`src/rtl/vt512_load_ctrl.sv`:
```
// vt512_load_ctrl: Wishbone-slave load controller for the VT512 accelerator.
// The host programs a channel and word count, then pushes words through a
// data window; each word leaves as a valid/ready beat tagged with channel id
// and last flag.
//
// Ports:
//   wb_clk_i, wb_rst_ni        clock, asynchronous active-low reset
//   wbs_stb_i/cyc_i/we_i       Wishbone strobe / cycle / write enable
//   wbs_sel_i                  byte selects (ignored, writes are full-word)
//   wbs_dat_i, wbs_adr_i       write data, byte address (offset = adr[3:2])
//   wbs_ack_o, wbs_dat_o       registered 1-cycle ack, read data valid with ack
//   out_valid_o/ready_i        stream handshake
//   out_data_o/chan_o/last_o   beat payload
//   busy_o                     transfer in progress
//   done_o                     1-cycle pulse when the last beat handshakes
//
// Register map (offset): 0x0 CTRL (W) [CH_W-1:0]=chan [8]=start [9]=abort
// [10]=clr_err; 0x4 LEN (R/W); 0x8 DATA (W);
// 0xC STATUS (R) {busy, err, 6'b0, chan[7:0], remaining[15:0]}.
module vt512_load_ctrl #(
  parameter int unsigned DATA_WIDTH = 32,
  parameter int unsigned NUM_CH     = 4,
  parameter int unsigned LEN_W      = 16,
  parameter logic [31:0] BASE_ADDR  = 32'h3000_0000
) (
  input  logic                  wb_clk_i,
  input  logic                  wb_rst_ni,
  input  logic                  wbs_stb_i,
  input  logic                  wbs_cyc_i,
  input  logic                  wbs_we_i,
  input  logic [3:0]            wbs_sel_i,
  input  logic [31:0]           wbs_dat_i,
  input  logic [31:0]           wbs_adr_i,
  output logic                  wbs_ack_o,
  output logic [31:0]           wbs_dat_o,
  output logic                  out_valid_o,
  input  logic                  out_ready_i,
  output logic [DATA_WIDTH-1:0] out_data_o,
  output logic [((NUM_CH > 1) ? $clog2(NUM_CH) : 1)-1:0] out_chan_o,
  output logic                  out_last_o,
  output logic                  busy_o,
  output logic                  done_o
);

  localparam int unsigned CH_W = (NUM_CH > 1) ? $clog2(NUM_CH) : 1;

  localparam logic [1:0] OFF_CTRL   = 2'd0;
  localparam logic [1:0] OFF_LEN    = 2'd1;
  localparam logic [1:0] OFF_DATA   = 2'd2;
  localparam logic [1:0] OFF_STATUS = 2'd3;

  typedef enum logic [1:0] {
    ST_IDLE  = 2'd0,
    ST_LOAD  = 2'd1,
    ST_FLUSH = 2'd2
  } state_t;

  state_t            state_q;
  logic [LEN_W-1:0]  len_q;
  logic [LEN_W-1:0]  rem_q;
  logic [CH_W-1:0]   chan_q;
  logic              err_q;

  // Bus decode: one access in flight, the ack cycle itself is never a new request
  logic        hit, req, wr;
  logic [1:0]  off;
  logic        ctrl_wr, len_wr, data_wr;
  logic        out_free, hs;
  logic        data_accept, data_stall, data_drop, accept;
  logic        abort_cmd, start_cmd, clr_cmd, start_ok, start_bad, set_err;
  logic        last_hs;
  logic [7:0]  req_chan;
  logic        chan_ok;
  logic [31:0] rdata;

  assign hit      = (wbs_adr_i[31:4] == BASE_ADDR[31:4]);
  assign req      = wbs_stb_i & wbs_cyc_i & ~wbs_ack_o & hit;
  assign off      = wbs_adr_i[3:2];
  assign wr       = req & wbs_we_i;
  assign ctrl_wr  = wr & (off == OFF_CTRL);
  assign len_wr   = wr & (off == OFF_LEN);
  assign data_wr  = wr & (off == OFF_DATA);

  // Out register can take a new beat when empty or draining this cycle
  assign hs          = out_valid_o & out_ready_i;
  assign out_free    = ~out_valid_o | out_ready_i;
  assign data_accept = data_wr & (state_q == ST_LOAD) & out_free;
  assign data_stall  = data_wr & (state_q == ST_LOAD) & ~out_free;
  assign data_drop   = data_wr & (state_q != ST_LOAD);
  assign accept      = req & ~data_stall;

  // Abort overrides a start issued in the same write
  assign abort_cmd = ctrl_wr & wbs_dat_i[9];
  assign start_cmd = ctrl_wr & wbs_dat_i[8] & ~wbs_dat_i[9];
  assign clr_cmd   = ctrl_wr & wbs_dat_i[10];

  // Whole chan byte is range-checked so stray upper bits are reported as errors
  assign req_chan  = wbs_dat_i[7:0];
  assign chan_ok   = (32'(req_chan) < NUM_CH);
  assign start_ok  = start_cmd & (state_q == ST_IDLE) & (len_q != '0) & chan_ok;
  assign start_bad = start_cmd & ~start_ok;
  assign set_err   = start_bad | data_drop;

  assign last_hs = hs & out_last_o & (state_q == ST_FLUSH) & ~abort_cmd;

  // Read mux
  always_comb begin
    rdata = '0;
    case (off)
      OFF_LEN:    rdata = 32'(len_q);
      OFF_STATUS: rdata = {busy_o, err_q, 6'b0, 8'(chan_q), 16'(rem_q)};
      default:    rdata = '0;
    endcase
  end

  // Byte selects and sub-word address bits carry no meaning here
  logic unused_bits;
  assign unused_bits = ^{wbs_sel_i, wbs_adr_i[1:0]};

  // Bus, register, out-register and FSM state
  always_ff @(posedge wb_clk_i or negedge wb_rst_ni) begin
    if (!wb_rst_ni) begin
      state_q     <= ST_IDLE;
      busy_o      <= 1'b0;
      len_q       <= '0;
      rem_q       <= '0;
      chan_q      <= '0;
      err_q       <= 1'b0;
      wbs_ack_o   <= 1'b0;
      wbs_dat_o   <= '0;
      out_valid_o <= 1'b0;
      out_data_o  <= '0;
      out_chan_o  <= '0;
      out_last_o  <= 1'b0;
      done_o      <= 1'b0;
    end else begin
      wbs_ack_o <= accept;
      wbs_dat_o <= (accept & ~wbs_we_i) ? rdata : '0;
      done_o    <= last_hs;

      if (len_wr) begin
        len_q <= LEN_W'(wbs_dat_i);
      end

      // Set wins over clear
      if (set_err) begin
        err_q <= 1'b1;
      end else if (clr_cmd) begin
        err_q <= 1'b0;
      end

      // Out register: reload in the handshake cycle keeps full throughput
      if (data_accept) begin
        out_valid_o <= 1'b1;
        out_data_o  <= DATA_WIDTH'(wbs_dat_i);
        out_chan_o  <= chan_q;
        out_last_o  <= (rem_q == LEN_W'(1));
      end else if (hs) begin
        out_valid_o <= 1'b0;
      end

      if (abort_cmd) begin
        state_q <= ST_IDLE;
        busy_o  <= 1'b0;
        rem_q   <= '0;
      end else begin
        case (state_q)
          ST_IDLE: begin
            if (start_ok) begin
              state_q <= ST_LOAD;
              busy_o  <= 1'b1;
              chan_q  <= CH_W'(req_chan);
              rem_q   <= len_q;
            end
          end
          ST_LOAD: begin
            if (data_accept) begin
              if (rem_q != '0) begin
                rem_q <= rem_q - LEN_W'(1);
              end
              if (rem_q == LEN_W'(1)) begin
                state_q <= ST_FLUSH;
              end
            end
          end
          ST_FLUSH: begin
            if (last_hs) begin
              state_q <= ST_IDLE;
              busy_o  <= 1'b0;
            end
          end
          default: begin
            state_q <= ST_IDLE;
            busy_o  <= 1'b0;
          end
        endcase
      end
    end
  end

endmodule
```
`config.mk`:
```
export PLATFORM = sky130hd
export DESIGN_NAME = vt512_load_ctrl
export DESIGN_NICKNAME = d
export VERILOG_FILES = /design/src/rtl/vt512_load_ctrl.sv
export SDC_FILE = /design/constraint.sdc
export NUM_CORES = 1
export LEC_CHECK = 0
export CORE_ASPECT_RATIO = 2
export CORE_MARGIN = 4
export CORE_UTILIZATION = 43
export DETAILED_ROUTE_END_ITERATION = 7
export GPL_TIMING_DRIVEN = 1
export HOLD_SLACK_MARGIN = 0.03
export PLACE_DENSITY = 0.81
export SETUP_SLACK_MARGIN = 0.15
export SYNTH_ARGS = -nofsm -noshare
export SYNTH_HDL_FRONTEND = slang
export SYNTH_SLANG_ARGS = --single-unit
```
`constraint.sdc`:
```
create_clock -name wb_clk_i -period 2.05 [get_ports wb_clk_i]
set_input_delay 0.5125 -clock wb_clk_i [delete_from_list [all_inputs] [get_ports wb_clk_i]]
set_output_delay 0.5125 -clock wb_clk_i [all_outputs]
set_load 0.01 [all_outputs]
```
==> results.md, run 1 <==
- Required time of the critical path: between 2 and 2.5 ns
- CTS clk-pin slew, worst paths: 0.07 ns
- CTS tree: yes
- Tmin final: about 2.3 ns
- Post-synth top cells: 96 x dfrtp_1, 31 x mux2_2, 28 x nor2_1
- Tot Pwr: 4.01 mW
- WS Path Type: register to register
- Clk_skew: just under 0.01 ns
- Setup Viol. Count Final: 69
- Synth top area cells: dfrtp_1 50%, mux2_2 7.3%, mux2i_1 3.3%
- Worst hold slack: 0.153 ns
- Max-slew headroom: between 60% and 70%
- CTS Buffer Depth: 2
- Vias/cell: about 5.7
- Final worst-path cycle share: 110%
- Cells after Synth: roughly 400
- Synth Register Bits: 96
- Primary FF master, synth: dfrtp_1
- DRT Pass-1 Iters: 6
- Yosys warnings: 0
- GRT Total Usage: between 20% and 30%
- Most common cell in the synthesized netlist: dfrtp_1
- WL final: between 15 and 20 mm
- Failing checks: negative setup slack
- Post-synthesis cell area: between 4000 and 5000 um^2
- CP arrival: about 2.5 ns
- Core ar.: about 11,000 um^2
- Worst Hold Class: primary input to asynchronous set/reset pin
- I/O Pins: between 100 and 150
- Horiz. Die Dim: 82.7 um
- DIE HEIGHT: around 160 um
- Share of flip-flops with an asynchronous set or reset: 100%
- Layout fillers: ~720
- Share of the yosys chip area belonging to registers: between 50% and 60%
- Critical path peak fanout: 7
- Status: finished with violations
- RSZ-0062 raised after global routing: true
- Total number of vias: 4,507
- First-pass GRT wire length: between 20 and 30 mm
- Wirelength per Cell: 21.9 um
- Clock latency on the worst-skew pair: around 0.35 ns
- FMAX: 443 MHz
- Drt initial violations: roughly 490
- Reg2Reg Depth: 8
- Number of synthesized flops with an enable pin: 0
- Final worst slack: -0.209 ns
- TritonCTS Buffers: 9
- Final Hold Viols: 0
- Max-Cap Viols: 0
- Post-synth cell types: 71
- Top-area cell type share of the netlist area: between 50% and 60%
- Slew Limit Fails: 0
- Root buffer cell: clkbuf_16
- Max VDD drop: approximately 0.46 mV
- Initial Utilization: around 44%
- CTS Hold Buffers Added: 0
- # diodes: 0
- Layout cells sized above 1: 44.0%
- Startpoint Class: register
- Remaining global-route overflow: 0
- Die area: ~13,000 um^2
- Dominant cell type by area after synthesis: dfrtp_1
- CP Capture Type: register
- Setup WS pre-CTS: -0.689 ns
- Placer's final routability congestion estimate: a little under 0.9
- Dpl hpwl: 11.6 mm
- Initial antenna violation count: 0
- Leakage power: between 3 and 4 nW
- Vias in the first global route: 4,844
- Port buffer count: 126
- Post-layout nets: 717
- Cell Pwr Density: about 500 nW/um^2
- Row cnt: 54
- Layout area overhead: 66.7%
- Worst-Margin Slew: 0.546 ns
- Drt drc: 0
- CTS H-tree lvls: 3
- # clock sinks: 96
- Routed Antenna Nets: 0
- Avg Cell Area, Syn: around 12 um^2
- Largest net degree at the start of global routing: 39
final timing paths:
kind / startpoint / to / slack (ns)
setup / recovery: state_q[0]$_DFFE_PN0P_ / rem_q[11]$_DFFE_PN0P_ / -0.21
hold / removal: wb_rst_ni / out_data_o[21]$_DFFE_PN0P_ / 0.15
setup reg to reg: state_q[0]$_DFFE_PN0P_ / rem_q[11]$_DFFE_PN0P_ / -0.21
hold reg to reg: out_data_o[21]$_DFFE_PN0P_ / out_data_o[21]$_DFFE_PN0P_ / 0.51
max in group asynchronous: wb_rst_ni / rem_q[7]$_DFFE_PN0P_ / 1.30
min in group wb_clk_i: out_data_o[21]$_DFFE_PN0P_ / out_data_o[21]$_DFFE_PN0P_ / 0.51
where the power goes:
group	switching, mW	leakage [nW]	total [mW]	internal (mW)
combinational	0.140	2.21	0.283	0.143
clock	0.757	0.155	1.84	1.08
sequential	0.00000000746	1.33	1.89	1.89
worst max-delay path: stages (launching register included):
cell,delay [ns]
dfrtp_1,0.41
buf_4,0.16
nor4b_4,0.26
nand4_1,0.21
or4_4,0.61
buf_12,0.16
buf_16,0.14
o211ai_1,0.10
a21oi_1,0.09
cells by family (layout without fill, tap and decap cells):
family | count (synthesis) | after routing | share of synthesized area (%)
flops | 96 | 96 | 50.0
simple gates | 125 | 126 | 17.7
other cells | 1 | 12 | 0.0781
fa+ha+maj | 2 | 2 | 0.521
mux | 68 | 68 | 16.3
compound gates | 67 | 67 | 9.72
buf+inv | 38 | 275 | 5.63
stage by stage:
step,util (%),TNS (ns),instance area (um^2),cells
3_5_place_dp,63.4,-55.07,6940,738
4_1_cts,71.6,-5.29,7840,782
5_1_grt,73.2,-9.32,8010,786
6_report,73.2,-4.98,8010,786
3_3_place_gp,63.4,-50.76,6940,738
2_1_floorplan,-,-6.79,5010,408
metal layers:
| layer | vias to the layer above | GRT usage, % | share of wire [%] |
|---|---|---|---|
| li1 | 1932 | - | - |
| met1 | 2256 | 28.5 | 34 |
| met2 | 232 | 46.4 | 54 |
| met3 | 87 | 5.38 | 5.1 |
| met4 | 0 | 18.8 | 6.7 |
| met5 | - | 0 | 0 |
cell type report:
type                    count  area [um^2]  share of cell area [%]
multi-input cells         275         2660                    33.2
repair buffers            255         2440                    30.5
flip-flops and latches     96         2400                    30.0
clock buffers              10          229                    2.86
well taps                 140          175                    2.19
clock inverters             6         92.6                    1.16
inverters                   4         15.0                   0.188
state kept, by name, indices dropped and copies added, names as in the netlist:
register / cells
done_o: 1
state_q: 2
out_chan_o: 2
len_q: 16
out_last_o: 1
busy_o: 1
chan_q: 2
out_valid_o: 1
wbs_ack_o: 1
rem_q: 16
out_data_o: 32
wbs_dat_o: 20
err_q: 1
placed cells by master (no fill, tap or decap), types with 3 or more instances in the layout:
cell             instances
and4_1                   4
buf_16                   3
a21oi_1                 14
inv_1                    4
nor4_4                   6
o21ai_0                  7
conb_1                  12
dfrtp_1                 96
nor4_1                   5
clkdlybuf4s50_1         83
nand2b_1                 3
nor3_1                   6
nor4_2                   4
o211ai_1                 4
buf_12                   9
nand2_1                 17
o21ai_1                  3
buf_4                   91
nand3_1                  4
mux2i_1                 16
nor2_4                   7
nor2_1                  14
buf_6                   27
and4_4                   3
a21oi_2                  6
and3_4                   4
o21ai_2                  3
mux2_4                  51
or2_2                    3
clkbuf_2                 7
nor2_2                   8
nor4b_4                  3
clkdlybuf4s15_1          8
o22ai_1                  4
clkbuf_16                9
dlygate4sd2_1           25
nand4_1                  4
what timing repair did:
item / in CTS / in global routing
cloned: 4 / 0
pin swaps: 52 / 22
endpoints found under the setup margin: 94 / 94
setup buffers: 24 / 4
gates resized for setup: 124 / 59
(Power assumes the default switching activity.)
==> run 2: changes to the inputs <==
--- a/config.mk
+++ b/config.mk
@@ -6,10 +6,9 @@
 export NUM_CORES = 1
 export LEC_CHECK = 0
 export CORE_ASPECT_RATIO = 2
-export CORE_MARGIN = 4
 export CORE_UTILIZATION = 43
 export DETAILED_ROUTE_END_ITERATION = 7
-export GPL_TIMING_DRIVEN = 1
+export GPL_TIMING_DRIVEN = 0
 export HOLD_SLACK_MARGIN = 0.03
 export PLACE_DENSITY = 0.81
 export SETUP_SLACK_MARGIN = 0.15
==> run 2 against run 1 <==
The flow still finishes with violations (negative setup slack). Register-to-register slack improved by 0.08 ns. Hold slack worse by 0.061 ns. Sequential power about the same. Combinational power decreased by 5%. Die area is 11% lower. First-iteration DRC count down 35%. Design area is 3.0% lower. Routed wire length down 3.9%. Non-clock buffer count decreased by 46. Maximum frequency is 3.8% higher. Critical path type unchanged. Critical endpoint is now rem_q[0]$_DFFE_PN0P_.
==> results.md, run 2 (same netlist as run 1, synthesis figures left out) <==
- Status: finished with violations
- Failing checks: negative setup slack
- Worst Hold Class: primary input to asynchronous set/reset pin
- Bufs and invs on worst path: 2 (-1)
- Most frequent cells in the layout: 92 x dfrtp_1, 83 x clkdlybuf4s50_1, 51 x mux2_4, 40 x buf_4, 21 x buf_6
- Critical path's slowest cell: or4_4
- CTS Buffer Depth: 2 (unchanged)
- Layout fillers: 737 (+1.8%)
- RSZ-0062 raised after global routing: true
- Switching Share: 21.9% (-0.46 points)
- DRT Pass-1 Iters: 5 (-1)
- Routed Antenna Nets: 0 (unchanged)
- Max reg flops: 32 (unchanged)
- Clock latency on the worst-skew pair: 0.35 ns (about the same)
- Combinational share of power: 6.5% (-0.6 points)
- Seq pwr share: 45.7% (-1.5 points)
- Final Hold Viols: 0 (unchanged)
- Drt initial violations: 318 (-35%)
- Layout cells sized above 1: 40.4% (-3.6 points)
- Setup Viol. Count Final: 51 (-26%)
- FMAX: 460 MHz (+3.8%)
- Placed Instance Area: 6460 um^2 (-7.0%)
- Root buffer cell: clkbuf_16
- Worst hold slack: 0.0926 ns (-0.0609 ns)
- Max incr delay on CP: 0.56 ns (-0.05 ns)
- Wirelength per Cell: 22.4 um (+2.2%)
- Drt drc: 0 (unchanged)
- Leakage power: 3.47 nW (-5.9%)
- Vias in the first global route: 4,470 (-7.7%)
- Clk_skew: 0.00966 ns (-0.000255 ns)
- Most common cell after layout, fill and taps aside: dfrtp_1
- Port buffer count: 125 (-0.79%)
- Final worst-path cycle share: 106% (-4.1 points)
- Largest net degree at the start of global routing: 66 (+69%)
- Reg with most FFs: out_data_o
- Dpl hpwl: 10.5 mm (-8.9%)
- DIE HEIGHT: 151 um (-3.8%)
- Core ar.: 10,900 um^2 (-0.62%)
- Final non-filler cell area: 7760 um^2 (-3.0%)
- # clock sinks: 96 (unchanged)
- CP Cell Sequence: nor4_4 > nand4_1 > or4_4 > buf_8 > buf_12 > o211ai_4 > a21oi_2
- Max-Cap Viols: 0 (unchanged)
- Slew Limit Fails: 0 (unchanged)
- Vias/cell: 5.82 (+1.5%)
- Row cnt: 54 (unchanged)
- Worst-Margin Slew: 0.837 ns (+0.291 ns)
- Max VDD drop: 0.560 mV (+22%)
- Tmin final: 2.18 ns (-0.0836 ns)
- GRT Total Usage: 28.0% (+1.1 points)
- CTS Hold Buffers Added: 0 (unchanged)
- Tot Pwr: 4.14 mW (+3.2%)
- Cell Pwr Density: 533 nW/um^2 (+6.4%)
- Die area: 11,600 um^2 (-11%)
- CP arrival: 2.40 ns (-0.09 ns)
- Delay-heaviest family, CP: simple AND/OR/NAND/NOR gates
- Internal: 3.23 mW (+3.8%)
- Critical path peak fanout: 7 (unchanged)
- Initial antenna violation count: 0 (unchanged)
- Power share of the clock group: 47.8% (+2.0 points)
- CTS clk-pin slew, worst paths: 0.07 ns (about the same)
- I/O Pins: 145 (unchanged)
- CP Capture Type: register
- WL final: 16.6 mm (-3.9%)
- Total number of vias: 4,301 (-4.6%)
- CTS H-tree lvls: 3 (unchanged)
- Final worst slack: -0.126 ns (+0.0836 ns)
- Placed cell count: 674 (-8.7%)
- First-pass GRT wire length: 24.6 mm (-5.7%)
- TritonCTS Buffers: 9 (unchanged)
- WS Path Type: register to register
- Max-slew headroom: 44.2% (-19 points)
- Switch Pwr: 0.906 mW (+1.0%)
- Remaining global-route overflow: 0 (unchanged)
- Layout area overhead: 61.7%
- # diodes: 0 (unchanged)
- Horiz. Die Dim: 76.7 um (-7.3%)
- Placer's final routability congestion estimate: 0.947 (+7.2%)
- CTS tree: yes
- Post-Layout Cell Count: 739 (-6.0%)
- Post-layout nets: 670 (-6.6%)
- Initial Utilization: 44.2% (+0.27 points)
- Required time of the critical path: 2.28 ns (about the same)
- Startpoint Class: register
- Top Registers: out_data_o: 32 flops, wbs_dat_o: 20 flops
## run 2: worst paths after layout
check | from | to | slack, ns | cells after the start
max | state_q[1]$_DFFE_PN0P_ | rem_q[0]$_DFFE_PN0P_ | -0.13 | 7
min | wb_rst_ni | out_data_o[22]$_DFFE_PN0P_ | 0.09 | 1
max reg2reg | state_q[1]$_DFFE_PN0P_ | rem_q[0]$_DFFE_PN0P_ | -0.13 | 7
min reg2reg | out_data_o[24]$_DFFE_PN0P_ | out_data_o[24]$_DFFE_PN0P_ | 0.51 | 1
max in group asynchronous | wb_rst_ni | rem_q[1]$_DFFE_PN0P_ | 1.26 | 2
min in group wb_clk_i | wbs_dat_i[3] | len_q[3]$_DFFE_PN0P_ | 0.46 | 2
## run 2: what timing repair did
| action | 4_1_cts | 5_1_grt |
|---|---|---|
| setup buffers | 36 | 8 |
| endpoints found under the setup margin | 94 | 94 |
| cloned | 3 | 3 |
| pin swaps | 50 | 27 |
| resized for setup | 155 | 71 |
## run 2: per-stage QoR
step | TNS (ns) | utilization (%) | setup WS (ns)
2_1_floorplan | -6.79 | - | -0.154
5_1_grt | -9.00 | 71.4 | -0.213
3_3_place_gp | -359.75 | 59.2 | -3.00
4_1_cts | -4.95 | 69.3 | -0.139
3_5_place_dp | -74.53 | 59.4 | -1.10
6_report | -3.28 | 71.4 | -0.126
## run 2: metal layers
layer	track usage, %	wire length, um	vias up
met5	0	0	-
met4	17.0	975	0
met3	3.83	843	82
met2	51.0	8980	218
met1	30.6	5760	2164
li1	-	-	1837
## run 2: cell type report
cell class                      count  area [um^2]  area share [%]
Tap cell                          140          175            2.26
Buffer                             33          347            4.46
Clock inverter                      6          115            1.48
Sequential cell                    96         2410            31.0
Inverter                            4         15.0           0.193
Multi-Input combinational cell    274         2730            35.1
Clock buffer                       10          229            2.95
Timing Repair Buffer              176         1750            22.5
## run 2: power groups by stage
stage	clock [mW]	sequential (mW)	combinational, mW
3_3_place_gp	0	1.93	0.266
5_1_grt	2.06	1.89	0.288
4_1_cts	1.98	1.89	0.268
2_1_floorplan	0	1.93	0.0704
3_5_place_dp	0	1.93	0.279
6_report	1.98	1.89	0.269
